### src/rtl/right_shift_register.sv
// Serial-in, parallel-out right shift register: new bit enters at the MSB, oldest bit falls off the LSB.
// Latency: a bit sampled on an enabled edge is visible at out[DEPTH-1] right after that edge.
// Backpressure: none; every enabled edge shifts unconditionally, and enable low holds the contents.
module right_shift_register #(
    parameter int DEPTH = 8
) (
    input  logic             clk,
    input  logic             reset,
    input  logic             in,
    input  logic             enable,
    output logic [DEPTH-1:0] out
);

    generate
        if (DEPTH < 2) begin : g_depth_check
            $error("right_shift_register: DEPTH must be at least 2");
        end
    endgenerate

    logic [DEPTH-1:0] q;

    always_ff @(posedge clk or negedge reset) begin
        if (!reset) begin
            q <= '0;
        end else if (enable) begin
            q <= {in, q[DEPTH-1:1]};
        end
    end

    assign out = q;

endmodule

### config.mk
export PLATFORM = sky130hd
export DESIGN_NAME = right_shift_register
export DESIGN_NICKNAME = d
export VERILOG_FILES = /design/src/rtl/right_shift_register.sv
export SDC_FILE = /design/constraint.sdc
export NUM_CORES = 1
export LEC_CHECK = 0
export BUFFER_PORTS_ARGS = -buffer_cell sky130_fd_sc_hd__clkbuf_2
export CORE_AREA = 2 2 39 41
export DETAILED_ROUTE_END_ITERATION = 10
export DIE_AREA = 0 0 41 43
export GPL_ROUTABILITY_DRIVEN = 0
export PLACE_DENSITY = 0.52
export RECOVER_POWER = 50
export SYNTH_ARGS = -nofsm -noshare
export SYNTH_HDL_FRONTEND = slang
export SYNTH_SLANG_ARGS = --single-unit
### constraint.sdc
create_clock -name clk -period 1 [get_ports clk]
set_input_delay 0.15 -clock clk [delete_from_list [all_inputs] [get_ports clk]]
set_output_delay 0.15 -clock clk [all_outputs]
set_load 0.05 [all_outputs]
* After elaboration in Yosys (flattened, before gate mapping) *
Index checks and enable logic that the tools add are counted.

storage, ports and cells
  word-level logic and storage cells = 1
  bits in registers = 8
  bits of input ports = 4

* Logic depth before layout (Yosys ltp) *
  word-level depth = 0
  mapped depth = 2

* Worst setup path before layout *
No wires, ideal clock.

  kind = register to register
  start = register out[1] (netlist name)
  end = register q[1] (netlist: out[1])
  period minus slack after synthesis = 1.006 ns
  buffers on the path = 0
  data required time = 0.875 ns
  arrival time = 0.880 ns
  setup time = 0.125 ns
  cell stages (with the launch flop) = 2
  setup slack = -0.006 ns
  path through = dfrtp_1 mux2_4

RTL lines
  item                  RTL line  source
  end signal, assigned  26        q <= {in, q[DEPTH-1:1]};
  end, declared         20        logic [DEPTH-1:0] q;

* Worst setup path after layout *
  start = register q[5] (netlist: out[5])
  end = output port out[5]

RTL lines
  item           RTL line  source
  end, declared  11        output logic [DEPTH-1:0] out

No word-level cell between the ends.

==> flow_summary_export.csv <==
group,metric,value,unit
setup_path,end_kind,"primary output",
grt,grt.overflow.total,0,
setup_path,crit_required,0.85,ns
yosys,synthTopCellsByCount,"dfrtp_1 (8), mux2_4 (8), buf_6 (1)",
outcome,outcome,"completed",
power,leakage,0.291,nW
timing,finalHoldViolCount,0,
power,share_seq_of_total_power,0.306,
yosys,synth.area.top_cells,"dfrtp_1 (60%), mux2_4 (36%), buf_6 (3.4%)",
placement,dp_cells,43,
power,p_clk_frac,0.158,
layout,largest_reg_flops,8,
clock_network,clk_pin_slew_worst_paths,0.06,ns
yosys,synth_largest_area_cell,"dfrtp_1",
setup_path,cp_top_family,"flip-flops",
timing,rsz0062_at_grt,"yes",
timing,maxSlewViolCount,0,
setup_path,slowest_delay,0.42,ns
layout,n_fill_cell,127,
power,internal_power,1.06,mW
yosys,async_flop_share,1.00,
timing,period_share,0.995,
drt,wl_per_cell,11.7,um
layout,final_area,607,sq um
grt,grt_pass1_wl,938,um
setup_path,path_cells,"clkbuf_16",
timing,fmax,1010,MHz
floorplan,die-height,43,um
drt,vias_per_cell,4.20,
yosys,ys_ff_latch,8,
grt,grt_pass1_vias,234,
min_path,worstHoldPathType,"input pin to flop",
drt,first_iter_violations,0,
power,combPwrFrac,0.537,
clock_network,cts_tree,"yes",
floorplan,ios,12,
yosys,yosys_warnings,0,
layout,drive_gt1_frac,0.895,
grt,antenna_found_initial,0,
floorplan,floorplan.initialDensity,0.240,
yosys,synth_enable_flop_cells,0,
drt,first_pass_iters,1,
yosys,syn_inst,17,
clock_network,numCtsBuffers,3,
yosys,synth_ff_type,"dfrtp_1",
power,power.switching,0.603,mW
floorplan,die_x,41,um
layout,syn_to_final_growth,83.0,%
setup_path,slowest_stage,"dfrtp_2",
placement,pre_cts_ws,0.135,ns
drt,ant_nets,0,
yosys,ys_seq_area_frac,0.604,
yosys,synth_area_per_cell,19.5,sq um
clock_network,cts_max_path_buffers,2,
yosys,ys_types,3,
setup_path,path_class,"flop to primary output",
grt,grt_max_degree,9,
timing,fin_skew,0.00444,ns
floorplan,placeableCoreArea,1380,sq um
timing,worstMarginPinSlew,0.438,ns
setup_path,crit_buf_inv,1,
drt,route.vias.total,227,
setup_path,cp_max_fo,2,
setup_path,cp_data_arrival_time,0.84,ns
timing,fin_tns_setup,0,ns
clock_network,cts.sinks,8,
timing,finalSetupViolations,0,
placement,placed_area,404,sq um
power,switching_share,0.363,
floorplan,placementRows,14,
layout,fin_cells,54,
yosys,synth_area,332,sq um
clock_network,htreeDepth,1,
grt,grt_usage,0.0859,
power,ir_worst_vdd,836,uV
layout,antenna_cells,0,
layout,fin_nets,43,
floorplan,dieArea,1760,sq um
clock_network,clock-root-buffer,"clkbuf_4",
flow_run,drv_cap,0,
layout,final_util,0.439,
yosys,synth_top_area_frac,0.604,
drt,totalWireLength,634,um
timing,min_period,0.995,ns
yosys,syn_nets,21,
placement,portBuffers,11,
drt,drc,0,
power,power_density,2730,nW/um^2
setup_path,cp-start-kind,"flop",
clock_network,clk_latency,0.25,ns
timing,finalWorstSetupSlack,0.00520,ns
timing,slew_headroom,0.708,
cells in the final DEF, fill, tap and decap left out:
cell / instances
mux2_4: 8
dfrtp_2: 7
buf_4: 7
clkbuf_16: 5
clkbuf_4: 3
clkbuf_1: 2
clkbuf_2: 2
buf_8: 2
dlygate4sd3_1: 1
dfrtp_1: 1
final cells by class:
type	instances	area, sq um	area share
clock buffer	4	26.3	0.0433
multi-input combinational	8	120	0.198
sequential	8	209	0.344
tap	16	20.0	0.0330
timing repair buffer	18	231	0.381
layer usage:
layer  global-route usage  wire length (um)  vias up
li1                     -                 -      103
met1                0.105               286      114
met2                0.109               308       10
met3               0.0314                40        0
met4               0.0800                 0        0
met5                    0                 0        -
path summary, 6_finish.rpt:
check | start | slack (ns) | endpoint | depth (start not counted)
min in group asynchronous | reset | 0.35 | out[2]$_DFFE_PN0P_ | 2
worst min register to register | out[0]$_DFFE_PN0P_ | 0.52 | out[0]$_DFFE_PN0P_ | 1
worst max-delay path | out[5]$_DFFE_PN0P_ | 0.005 | out[5] | 1
max in group asynchronous | reset | 0.32 | out[6]$_DFFE_PN0P_ | 2
worst min-delay path | in | 0.14 | out[7]$_DFFE_PN0P_ | 2
worst max register to register | out[6]$_DFFE_PN0P_ | 0.07 | out[6]$_DFFE_PN0P_ | 2
cell families after synthesis:
group / share of synthesized area
flip-flops: 0.604
multiplexers: 0.362
buffers and inverters: 0.0340
metrics by stage:
step                total power, mW  hold slack (ns)
global route                   1.74            0.139
finish                         1.66            0.138
CTS                            1.66            0.125
detailed placement             1.06           0.0113
floorplan                     0.938           -0.146
global placement               1.05         -0.00104
repair_timing:
action,4_1_cts,5_1_grt
hold buffers,1,0
buffers inserted,5,1
endpoints found under the hold margin,8,0
gates resized for setup,20,3
setup endpoints to repair,8,8
power groups by stage:
stage	clock, mW	sequential [mW]	combinational (mW)
floorplan	0	0.797	0.141
global placement	0	0.491	0.558
detailed placement	0	0.498	0.562
CTS	0.276	0.504	0.879
global route	0.300	0.516	0.921
finish	0.261	0.507	0.891
No activity file was read; power rests on OpenSTA's default activity.
